===== src/rtl/register_loads_if.sv =====
`default_nettype none
// ---------------------------------------------------------------------------
// register_loads_if : bus values, load controls and register outputs of register_loads
// Rev 1.0
// ---------------------------------------------------------------------------
interface register_loads_if;
  logic [7:0]  i_bus_db;
  logic [7:0]  i_bus_sb;
  logic [7:0]  i_bus_adl;
  logic [7:0]  i_bus_adh;
  logic [7:0]  i_data;
  logic        i_sb_x;
  logic        i_sb_y;
  logic        i_sb_s;
  logic        i_adl_pcl;
  logic        i_adh_pch;
  logic        i_i_pc;
  logic        i_adl_abl;
  logic        i_adh_abh;
  logic        i_db_dor;
  logic [7:0]  o_x;
  logic [7:0]  o_y;
  logic [7:0]  o_s;
  logic [7:0]  o_pcl;
  logic [7:0]  o_pch;
  logic [15:0] o_address;
  logic [7:0]  o_dor;
  logic [7:0]  o_dl;
`ifdef REGISTER_LOADS_TRACE_EN
  logic        o_pc_wrapped;
`endif

  modport master (
    output i_bus_db, i_bus_sb, i_bus_adl, i_bus_adh, i_data,
    output i_sb_x, i_sb_y, i_sb_s, i_adl_pcl, i_adh_pch, i_i_pc,
    output i_adl_abl, i_adh_abh, i_db_dor,
`ifdef REGISTER_LOADS_TRACE_EN
    input  o_pc_wrapped,
`endif
    input  o_x, o_y, o_s, o_pcl, o_pch, o_address, o_dor, o_dl
  );

  modport slave (
    input  i_bus_db, i_bus_sb, i_bus_adl, i_bus_adh, i_data,
    input  i_sb_x, i_sb_y, i_sb_s, i_adl_pcl, i_adh_pch, i_i_pc,
    input  i_adl_abl, i_adh_abh, i_db_dor,
`ifdef REGISTER_LOADS_TRACE_EN
    output o_pc_wrapped,
`endif
    output o_x, o_y, o_s, o_pcl, o_pch, o_address, o_dor, o_dl
  );
endinterface
`default_nettype wire


===== src/rtl/register_loads.sv =====
`default_nettype none
// ---------------------------------------------------------------------------
// register_loads : 6502 register capture from DB/SB/ADL/ADH plus PC incrementer.
// Optional macro REGISTER_LOADS_TRACE_EN adds o_pc_wrapped.  Rev 1.0
// ---------------------------------------------------------------------------
module register_loads #(
  parameter logic [15:0] PC_RESET = 16'h0000,
  parameter logic [7:0]  S_RESET  = 8'hFD
) (
  input  wire logic       i_clk,
  input  wire logic       i_reset,
  register_loads_if.slave bus
);

  logic [7:0] x_q,   x_d;
  logic [7:0] y_q,   y_d;
  logic [7:0] s_q,   s_d;
  logic [7:0] pcl_q, pcl_d;
  logic [7:0] pch_q, pch_d;
  logic [7:0] abl_q, abl_d;
  logic [7:0] abh_q, abh_d;
  logic [7:0] dor_q, dor_d;
  logic [7:0] dl_q,  dl_d;

  logic [7:0] pcl_src;
  logic [7:0] pch_src;
  logic [8:0] pcl_sum;

  always_comb begin
    x_d   = bus.i_sb_x    ? bus.i_bus_sb  : x_q;
    y_d   = bus.i_sb_y    ? bus.i_bus_sb  : y_q;
    s_d   = bus.i_sb_s    ? bus.i_bus_sb  : s_q;
    abl_d = bus.i_adl_abl ? bus.i_bus_adl : abl_q;
    abh_d = bus.i_adh_abh ? bus.i_bus_adh : abh_q;
    dor_d = bus.i_db_dor  ? bus.i_bus_db  : dor_q;
    dl_d  = bus.i_data;
  end

  // Increment acts on the freshly selected source; PCL carry lands in PCH this edge.
  always_comb begin
    pcl_src = bus.i_adl_pcl ? bus.i_bus_adl : pcl_q;
    pch_src = bus.i_adh_pch ? bus.i_bus_adh : pch_q;
    pcl_sum = {1'b0, pcl_src} + 9'd1;
    pcl_d   = pcl_src;
    pch_d   = pch_src;
    if (bus.i_i_pc) begin
      pcl_d = pcl_sum[7:0];
      pch_d = pch_src + {7'd0, pcl_sum[8]};
    end
  end

  always_ff @(posedge i_clk) begin
    if (i_reset) begin
      x_q   <= 8'h00;
      y_q   <= 8'h00;
      s_q   <= S_RESET;
      pcl_q <= PC_RESET[7:0];
      pch_q <= PC_RESET[15:8];
      abl_q <= 8'h00;
      abh_q <= 8'h00;
      dor_q <= 8'h00;
      dl_q  <= 8'h00;
    end else begin
      x_q   <= x_d;
      y_q   <= y_d;
      s_q   <= s_d;
      pcl_q <= pcl_d;
      pch_q <= pch_d;
      abl_q <= abl_d;
      abh_q <= abh_d;
      dor_q <= dor_d;
      dl_q  <= dl_d;
    end
  end

`ifdef REGISTER_LOADS_TRACE_EN
  logic wrapped_q, wrapped_d;

  assign wrapped_d = bus.i_i_pc && ({pch_src, pcl_src} == 16'hFFFF);

  always_ff @(posedge i_clk) begin
    if (i_reset) wrapped_q <= 1'b0;
    else         wrapped_q <= wrapped_d;
  end

  assign bus.o_pc_wrapped = wrapped_q;
`endif

  assign bus.o_x       = x_q;
  assign bus.o_y       = y_q;
  assign bus.o_s       = s_q;
  assign bus.o_pcl     = pcl_q;
  assign bus.o_pch     = pch_q;
  assign bus.o_address = {abh_q, abl_q};
  assign bus.o_dor     = dor_q;
  assign bus.o_dl      = dl_q;

endmodule
`default_nettype wire


===== src/flat_wrapper.sv =====
// flat-port wrapper written by rule: the top's interface ports become plain ports
module register_loads_flat 
#(
  parameter logic [15:0] PC_RESET = 16'h0000,
  parameter logic [7:0]  S_RESET  = 8'hFD
)
  (i_clk, i_reset, bus_i_bus_db, bus_i_bus_sb, bus_i_bus_adl, bus_i_bus_adh, bus_i_data, bus_i_sb_x, bus_i_sb_y, bus_i_sb_s, bus_i_adl_pcl, bus_i_adh_pch, bus_i_i_pc, bus_i_adl_abl, bus_i_adh_abh, bus_i_db_dor, bus_o_x, bus_o_y, bus_o_s, bus_o_pcl, bus_o_pch, bus_o_address, bus_o_dor, bus_o_dl);
  register_loads_if bus_i ();
  input  wire logic i_clk;
  input  wire logic i_reset;
  input wire logic [$bits(bus_i.i_bus_db)-1:0] bus_i_bus_db;
  input wire logic [$bits(bus_i.i_bus_sb)-1:0] bus_i_bus_sb;
  input wire logic [$bits(bus_i.i_bus_adl)-1:0] bus_i_bus_adl;
  input wire logic [$bits(bus_i.i_bus_adh)-1:0] bus_i_bus_adh;
  input wire logic [$bits(bus_i.i_data)-1:0] bus_i_data;
  input wire logic [$bits(bus_i.i_sb_x)-1:0] bus_i_sb_x;
  input wire logic [$bits(bus_i.i_sb_y)-1:0] bus_i_sb_y;
  input wire logic [$bits(bus_i.i_sb_s)-1:0] bus_i_sb_s;
  input wire logic [$bits(bus_i.i_adl_pcl)-1:0] bus_i_adl_pcl;
  input wire logic [$bits(bus_i.i_adh_pch)-1:0] bus_i_adh_pch;
  input wire logic [$bits(bus_i.i_i_pc)-1:0] bus_i_i_pc;
  input wire logic [$bits(bus_i.i_adl_abl)-1:0] bus_i_adl_abl;
  input wire logic [$bits(bus_i.i_adh_abh)-1:0] bus_i_adh_abh;
  input wire logic [$bits(bus_i.i_db_dor)-1:0] bus_i_db_dor;
  output wire logic [$bits(bus_i.o_x)-1:0] bus_o_x;
  output wire logic [$bits(bus_i.o_y)-1:0] bus_o_y;
  output wire logic [$bits(bus_i.o_s)-1:0] bus_o_s;
  output wire logic [$bits(bus_i.o_pcl)-1:0] bus_o_pcl;
  output wire logic [$bits(bus_i.o_pch)-1:0] bus_o_pch;
  output wire logic [$bits(bus_i.o_address)-1:0] bus_o_address;
  output wire logic [$bits(bus_i.o_dor)-1:0] bus_o_dor;
  output wire logic [$bits(bus_i.o_dl)-1:0] bus_o_dl;
  assign bus_i.i_bus_db = bus_i_bus_db;
  assign bus_i.i_bus_sb = bus_i_bus_sb;
  assign bus_i.i_bus_adl = bus_i_bus_adl;
  assign bus_i.i_bus_adh = bus_i_bus_adh;
  assign bus_i.i_data = bus_i_data;
  assign bus_i.i_sb_x = bus_i_sb_x;
  assign bus_i.i_sb_y = bus_i_sb_y;
  assign bus_i.i_sb_s = bus_i_sb_s;
  assign bus_i.i_adl_pcl = bus_i_adl_pcl;
  assign bus_i.i_adh_pch = bus_i_adh_pch;
  assign bus_i.i_i_pc = bus_i_i_pc;
  assign bus_i.i_adl_abl = bus_i_adl_abl;
  assign bus_i.i_adh_abh = bus_i_adh_abh;
  assign bus_i.i_db_dor = bus_i_db_dor;
  assign bus_o_x = bus_i.o_x;
  assign bus_o_y = bus_i.o_y;
  assign bus_o_s = bus_i.o_s;
  assign bus_o_pcl = bus_i.o_pcl;
  assign bus_o_pch = bus_i.o_pch;
  assign bus_o_address = bus_i.o_address;
  assign bus_o_dor = bus_i.o_dor;
  assign bus_o_dl = bus_i.o_dl;
  register_loads #(.PC_RESET(PC_RESET), .S_RESET(S_RESET)) u_core (.i_clk(i_clk), .i_reset(i_reset), .bus(bus_i));
endmodule

===== config.mk =====
export PLATFORM = sky130hd
export DESIGN_NAME = register_loads_flat
export DESIGN_NICKNAME = d
export VERILOG_FILES = /design/src/rtl/register_loads_if.sv /design/src/rtl/register_loads.sv /design/src/flat_wrapper.sv
export SDC_FILE = /design/constraint.sdc
export NUM_CORES = 1
export LEC_CHECK = 0
export ABC_AREA = 1
export CORE_ASPECT_RATIO = 1.25
export CORE_MARGIN = 2
export CORE_UTILIZATION = 45
export CTS_CLUSTER_DIAMETER = 100
export DETAILED_ROUTE_END_ITERATION = 10
export PLACE_DENSITY = 0.84
export SLEW_MARGIN = 20
export SYNTH_ARGS = -nofsm -noshare
export SYNTH_HDL_FRONTEND = slang
export SYNTH_SLANG_ARGS = --single-unit

===== constraint.sdc =====
create_clock -name i_clk -period 3.2 [get_ports i_clk]
set_clock_uncertainty 0.1 [all_clocks]
set_input_delay 0.64 -clock i_clk [delete_from_list [all_inputs] [get_ports i_clk]]
set_output_delay 0.64 -clock i_clk [all_outputs]
set_load 0.01 [all_outputs]

# After elaboration in Yosys (flattened, before gate mapping)
# Index checks and enable logic that the tools add are counted.
# Widths: inputs -> output; s select.
[word_totals] in_bits=51 latchBits=0 ff_bits=72 wordCells=15 mem_bits_ro=0 n_memories=0 mem_bits_rw=0 out_inout_bits=72
[op_classes] n_div=0 magnitude_cmp=0 reduce_logical=0 bitwise_logic=0 add_sub_neg=2 multipliers=0 n_eq_ne=0 shift=0 muxes=4
[ops] cell="$mux 8" count=4
[ops] cell="$add 8x1->9 const B" count=1
[ops] cell="$add 8x1->8" count=1

# Depth between registers and ports, before layout
# Gate-level depths: netlist of the first run.
[depth] depth_word=4 mapped_depth=17 depth_no_buf=16

# Worst setup path after synthesis of the first run
# No wires, ideal clock.
[synth_path] path_type="input -> register" start="in bus_i_adl_pcl" end="reg u_core.pch_q[6], in the netlist u_core.bus.o_pch[6]" setup_ps=113 t_arrival_ps=2067 setup_slack_ps=920 t_required_ps=2987 stages=14 path_cell_list="buf_6 -> inv_8 -> nand2_1 -> nand2_2 -> ha_1 -> nand3_1 -> nor2_1 -> ha_1 -> ha_1 -> nand2_1 -> nor2_4 -> nand3_1 -> nor2_1 -> nor2_1"
[synth_between] elab_chain_len=4
[synth_rtl] element="from (decl)" line_no="flat_wrapper.sv:19" text="input wire logic [$bits(bus_i.i_adl_pcl)-1:0] bus_i_adl_pcl;"
[synth_rtl] element="$mux 8" line_no="register_loads.sv:41" text="pcl_src = bus.i_adl_pcl ? bus.i_bus_adl : pcl_q;"
[synth_rtl] element="$add 8x1->9" line_no="register_loads.sv:43" text="pcl_sum = {1'b0, pcl_src} + 9'd1;"
[synth_rtl] element="$add 8x1->8" line_no="register_loads.sv:48" text="pch_d = pch_src + {7'd0, pcl_sum[8]};"
[synth_rtl] element="$mux 8" line_no="register_loads.sv:46" text="if (bus.i_i_pc) begin"
[synth_rtl] element="to (signal assigned)" line_no="register_loads.sv:58" text="pch_q <= PC_RESET[15:8];"
[synth_rtl] element="to (signal assigned)" line_no="register_loads.sv:68" text="pch_q <= pch_d;"
[synth_rtl] element="to (decl)" line_no="register_loads.sv:19" text="logic [7:0] pch_q, pch_d;"
# No other way between the ends.
# A chain may end at the register's enable or synchronous reset.

# Final worst setup path of the first run
# Ends and elaborated chain as after synthesis.

==> results of run 1 <==
[logic make-up (layout without fill, tap and decap cells)]
logic type	count (synthesis)	in the layout	synth area share, %
and+or+nand+nor	214	214	31.93
buffers and inverters	44	172	6.790
DFF	72	72	49.51
AOI/OAI and AO/OA	60	60	10.49
adders and majority gates	3	3	1.289
[stage by stage]
stage | util (%) | total power (W) | cells
2_1_floorplan | - | 0.001170 | 393
3_3_place_gp | 67.56 | 0.001383 | 590
3_5_place_dp | 67.56 | 0.001391 | 590
4_1_cts | 71.49 | 0.002252 | 606
5_1_grt | 71.49 | 0.002335 | 606
6_report | 71.49 | 0.002235 | 606
[path summary, 6_finish.rpt]
path	startpoint	slack, ns	cells past startpoint	endpoint
min reg2reg	u_core.bus.o_s[5]$_SDFFE_PP1P_	0.37	2	u_core.bus.o_s[5]$_SDFFE_PP1P_
max	bus_i_adl_pcl	0.49	15	u_core.bus.o_pch[6]$_SDFF_PP0_
max reg2reg	u_core.bus.o_pcl[1]$_SDFF_PP0_	1.10	13	u_core.bus.o_pch[6]$_SDFF_PP0_
min	u_core.bus.o_s[5]$_SDFFE_PP1P_	0.37	2	u_core.bus.o_s[5]$_SDFFE_PP1P_
[routing by layer]
layer	track usage (%)	share of wire [%]
met1	23.69	40
met2	39.43	50
met3	7.596	8.6
met4	9.091	1.6
met5	0	0
[worst max-delay path, stage by stage]
cell             delay (ns)
clkdlybuf4s50_1        0.49
buf_4                  0.18
nand2_1                0.10
nand2_4                0.11
ha_1                   0.21
nand3_1                0.09
nor2_1                 0.14
ha_1                   0.19
ha_1                   0.14
nand2_1                0.10
nor2_4                 0.16
nand4_1                0.10
nand2_1                0.07
nand2_1                0.04
nor2_1                 0.10
[layout by cell type, fill, tap and decap left out, drive strengths merged]
cell           netlist  routed
dfxtp               72      72
nor2               112     112
nand2               81      81
clkdlybuf4s50        0     122
nand4                2       2
clkbuf               6       9
ha                   3       3
nand3               16      16
o21ai               50      50
inv                 31      31
bufinv               0       3
buf                  7       3
a21oi                9       9
a31oi                1       1
clkinvlp             0       1
clkinv               0       3
nor3                 3       3
[flip-flops by register name (all words and copies together), names as in the netlist]
register,count
u_core.abh_q,8
u_core.abl_q,8
u_core.bus.o_dl,8
u_core.bus.o_dor,8
u_core.bus.o_pch,8
u_core.bus.o_pcl,8
u_core.bus.o_s,8
u_core.bus.o_x,8
u_core.bus.o_y,8
[power breakdown]
part / internal (W) / switching, W / total (W)
registers: 0.000956 / 0.0000302 / 0.000986
logic: 0.000202 / 0.000184 / 0.000386
clock network: 0.000519 / 0.000344 / 0.000862
total: 0.00168 / 0.000558 / 0.00223
[cell type report]
| type | instances | area, µm² | area share [%] |
|---|---|---|---|
| flip-flops and latches | 72 | 1441 | 32.49 |
| inverters | 31 | 128.9 | 2.905 |
| multi-input cells | 277 | 1272 | 28.68 |
| clock buffers | 9 | 123.9 | 2.792 |
| repair buffers | 125 | 1244 | 28.03 |
| clock inverters | 7 | 120.1 | 2.707 |
| well taps | 85 | 106.4 | 2.397 |
==> results.md, run 1 <==
* Outcome: complete, no violations
* Syn_area_per_cell at 7.409 µm²
* Cts hold-fix bufs at 0
* First-pass GRT wire length at between 10000 and 15000 µm
* RSZ-0062 raised after global routing: false
* # DRC at 0
* Period utilization at a little over four fifths
* Hold Path Class: reg -> reg
* Synth top area cells: dfxtp_1 (50%), nor2_1 (14%), o21ai_0 (8.3%)
* Core Area at 6206 µm²
* Total grt overflow at 0
* Largest net degree at the start of global routing at between 60 and 70
* Clock sink count at 72
* Fmax at between 300 and 400 MHz
* Antenna cell count at 0
* Vias in the first global route at roughly 2700
* Syn nets at 447
* Routed WL at slightly below 8000 µm
* Maximum vdd drop at around 0.00031 V
* Die height at roughly 94 µm
* Leak at roughly 1.9 nW
* Final #Nets at 570
* Asr flop ratio synth at 0%
* Synth cell types at 27
* CTS root buffer: clkbuf_8
* Std-Cell Rows at 32
* Die Area at 7134 µm²
* Starting density of the core at a little under half
* CTS tree: yes
* Post-place setup slack at roughly 0.15 ns
* Total GRT Usage at between 20 and 25%
* CP Class: in -> reg
* Total power divided by cell area at 503.7 nW/µm²
* H-tree level count at 3
* Register bit total from synthesis at 72
* Critical Path RT at between 3 and 4 ns
* Most instantiated cells after synthesis: nor2_1 (106), dfxtp_1 (72), nand2_1 (62)
* PortBufs at 122
* Fillers at between 500 and 600
* Share of cells above drive strength 1 at 9.981%
* WL/cell at roughly 13 µm
* Post-DP HPWL at ~5700 µm
* CP arrival at 2.89 ns
* Most area-hungry cell type in the Yosys netlist: dfxtp_1
* Post-place instance area at about 4200 µm²
* Post-synthesis sequential area ratio at about half
* Max_slew headroom at 66.07%
* 1st-iter DRT viols at 87
* Max_cap viols at 0
* Antenna violations before repair at 0
* Worst skew pair latency at around 0.34 ns
* Actual slew at the worst max-slew pin at 0.5090 ns
* Fin crit period at around 2.7 ns
* CTS Buf Count at 9
* Most frequent cell after synthesis: nor2_1
* Chip Width at around 76 µm
* First-pass DRT Iterations at 4
* Gpl congestion at between 0.8 and 0.9
* EDFF count, synth at 0
* Clock Pin Slew Worst Setup and Hold Paths at 0.08 ns
* CTS Buffer Depth at 2
* DR vias/cell at 4.744
* Finish-stage setup viols at 0
* PnR worst setup slack at between 0.4 and 0.5 ns
* Final Slew Violations at 0
* DR vias at ~2900
* Crit path capture type: flop
* Post-Syn Instances at slightly below 400
* Area Growth Syn to Fin at 52.39%
* Post-synth top area share at approximately half
* I/O Pins at ~120
* Final hold violation count at 0
* Mapped Area at just under 3000 µm²
* Setup TNS at 0 ns
* Resized cells post-CTS at 0
* Post CTS Setup Buffer Count at 0
* Yosys warns at 0
* Critical path fanouts, max at 7
* Synth Flop Type: dfxtp_1
* Antenna viol nets, final at 0
* Hold WS at around 0.37 ns
* Worst setup SP type: input port
* Fin area at between 4000 and 5000 µm²
Note: power is estimated with default switching activity, not from simulation.
==> run 2, diff against run 1 <==
CORE_UTILIZATION = 42   (was 45)
PLACE_DENSITY = 0.79   (was 0.84)
clock period = 2.7 ns   (was 3.2 ns; I/O delays follow)
==> run 2 against run 1 <==
Net effect:
- worst setup slack lost 0.28 ns
- register-to-register slack got worse by 0.40 ns
- die area increased by 6.8%
- final cell count grew 2.1%
- critical path depth rose by 1
- hold slack worse by 0.0021 ns
- total power grew 19%
- first-iteration DRC count down 22%
- routed wire length increased by 0.16%
- combinational power is 23% higher
- global-route usage shrank 1.1 points
- largest power group unchanged
==> results.md, run 2 (synthesis gave the netlist of run 1 again) <==
* Sw Pwr at 0.0006573 W (+18%)
* Hold WS at 0.3644 ns (-0.002096 ns)
* Post-place instance area at 4290 µm² (+2.3%)
* Most frequent cells in the layout: clkdlybuf4s50_1 (122), nor2_1 (106), dfxtp_1 (72), nand2_1 (62), o21ai_0 (48)
* CTS tree: yes
* Switching Share at 24.71% (-0.26 points)
* Fin area at 4532 µm² (+2.1%)
* Actual slew at the worst max-slew pin at 0.4947 ns (-0.01433 ns)
* CP bufs+invs at 3 (+1)
* Combinational Power Share at 17.8% (+0.5 points)
* Post CTS Setup Buffer Count at 0 (unchanged)
* Outcome: complete, no violations
* Hold Path Class: reg -> reg
* Share of cells above drive strength 1 at 11.84% (+1.9 points)
* Critical Path Sink: u_core.bus.o_pch[6]$_SDFF_PP0_
* DR vias at 2950 (+2.6%)
* Worst setup SP type: input port
* FF-to-FF Start: u_core.bus.o_pcl[1]$_SDFF_PP0_
* I/O Pins at 123 (unchanged)
* Worst path top cell family by delay: simple AND/OR/NAND/NOR gates
* CTS root buffer: clkbuf_8
* H-tree level count at 3 (unchanged)
* Seq pwr share at 44.0% (about the same)
* Post-DP HPWL at 5868 µm (+2.7%)
* HP Start: u_core.bus.o_s[7]$_SDFFE_PP1P_
* CP Class: in -> reg
* Std-Cell Rows at 33 (+3.1%)
* Area Growth Syn to Fin at 55.65%
* # placed instances at 603 (+2.2%)
* Clock sink count at 72 (unchanged)
* CP max stage delay at 0.45 ns (-0.04 ns)
* Antenna viol nets, final at 0 (unchanged)
* DR vias/cell at 4.766 (+0.45%)
* Chip Width at 78.47 µm (+3.3%)
* Worst R2R End: u_core.bus.o_pch[6]$_SDFF_PP0_
* Max_slew headroom at 66.98% (+0.92 points)
* RSZ-0062 raised after global routing: false
* Total grt overflow at 0 (unchanged)
* Antenna cell count at 0 (unchanged)
* Clock Power Share at 38.2% (-0.4 points)
* Core Area at 6648 µm² (+7.1%)
* Critical path fanouts, max at 8 (+1)
* Die height at 97.09 µm (+3.4%)
* Fin util at 68.17% (-3.3 points)
* Internal power at 0.002003 W (+19%)
* Worst path depth at 16 (+1)
* Crit path capture type: flop
* Clock Pin Slew Worst Setup and Hold Paths at 0.07 ns (about the same)
* Cts hold-fix bufs at 0 (unchanged)
* CP max stage cell: clkdlybuf4s50_1
* Period utilization at between 90 and 100%
* Vias in the first global route at 2949 (+7.7%)
* CTS Buf Count at 9 (unchanged)
* Setup TNS at 0 ns (unchanged)
* Crit path launch: bus_i_adl_pcl
* Finish-stage setup viols at 0 (unchanged)
* Fmax at slightly above 400 MHz
* Maximum vdd drop at 0.0004486 V (+44%)
* Max_cap viols at 0 (unchanged)
* Fin cells at 619 (+2.1%)
* Commonest non-fill, non-tap cell in the layout: clkdlybuf4s50_1
* Final #Nets at 581 (+1.9%)
* Fin crit period at ~2.5 ns
* PortBufs at 122 (unchanged)
* Resized cells post-CTS at 0 (unchanged)
* Routed WL at 7711 µm (+0.16%)
* Critical Path RT at 2.88 ns (-0.50 ns)
* Die Area at 7619 µm² (+6.8%)
* CP arrival at 2.67 ns (-0.22 ns)
* Final hold violation count at 0 (unchanged)
* Starting density of the core at 43.80% (-3.1 points)
* Leak at 1.990 nW (+3.3%)
* Antenna violations before repair at 0 (unchanged)
* WL/cell at 12.46 µm (-1.9%)
* CTS Buffer Depth at 2 (unchanged)
* First-pass DRT Iterations at 4 (unchanged)
* Most used cell along the critical path: nand2_1
* Gpl congestion at 0.9067 (+4.6%)
* # DRC at 0 (unchanged)
* Largest net degree at the start of global routing at 47 (-23%)
* Total GRT Usage at 20.88% (-1.1 points)
* 1st-iter DRT viols at 68 (-22%)
* First-pass GRT wire length at 12790 µm (+1.4%)
* Total power divided by cell area at 587.0 nW/µm² (+17%)
* Crit path cell chain: clkdlybuf4s50_1 -> buf_4 -> inv_8 -> nand2_1 -> nand2_2 -> ha_1 -> nand3_1 -> nor2_1 -> ha_1 -> ha_1 -> nand2_1 -> nor2_4 -> nand4_1 -> nand2_1 -> nand2_1 -> nor2_1
* Worst skew pair latency at 0.34 ns (about the same)
* R2R setup slack at 0.70 ns (-0.40 ns)
* Final Slew Violations at 0 (unchanged)
* R2R depth at 13 (unchanged)
==> run 2: cell types whose count changed in the layout (fill, tap and decap cells not counted) <==
| cell | change |
|---|---|
| buf_4 | +10 |
| buf_12 | +1 |
| clkinv_2 | +1 |
| clkinv_4 | -1 |
| clkinvlp_4 | -1 |
| inv_6 | +1 |
==> run 2: area by class of cell <==
type,count,area (µm²)
multi-input combinational,277,1272
tap,87,108.9
timing repair buffer,136,1339
fill,552,2116
inverter,31,128.9
sequential,72,1441
clock inverter,7,117.6
clock buffer,9,123.9
==> run 2: how the worst min path moves through the flow <==
| stage | end | cells past startpoint | slack (ns) |
|---|---|---|---|
| floorplan | u_core.bus.o_s[7]$_SDFFE_PP1P_ | 2 | 0.39 |
| global placement | u_core.bus.o_s[6]$_SDFFE_PP1P_ | 2 | 0.34 |
| detailed placement | u_core.bus.o_s[7]$_SDFFE_PP1P_ | 2 | 0.35 |
| CTS | u_core.bus.o_s[7]$_SDFFE_PP1P_ | 2 | 0.37 |
| global route | u_core.bus.o_s[7]$_SDFFE_PP1P_ | 2 | 0.40 |
| finish | u_core.bus.o_s[7]$_SDFFE_PP1P_ | 2 | 0.36 |
==> run 2: per-stage QoR <==
stage                     power [W]  setup WS, ns
final                      0.002660        0.2146
after global routing       0.002784      0.007217
after CTS                  0.002691        0.2325
after detailed placement   0.001668       -0.1290
after global placement     0.001660      -0.05988
after floorplan            0.001387        0.5197
==> run 2: power by group through the flow <==
stage	logic (W)	registers [W]	clock network [W]
floorplan	0.000163	0.00122	0
global placement	0.000468	0.00119	0
detailed placement	0.000474	0.00119	0
CTS	0.000478	0.00117	0.00104
global route	0.000518	0.00118	0.00109
finish	0.000474	0.00117	0.00102
==> run 2: tightest hold or removal path, cell delays in order, from the launching register on <==
cell	delay [ns]
dfxtp_1	0.33
nand2_1	0.05
nand3_1	0.05
==> run 2: layer usage <==
metal  global-route usage (%)  wire length, µm
met1                    23.68             3231
met2                    35.54             3758
met3                    6.134              559
met4                    9.987              161
met5                        0                0
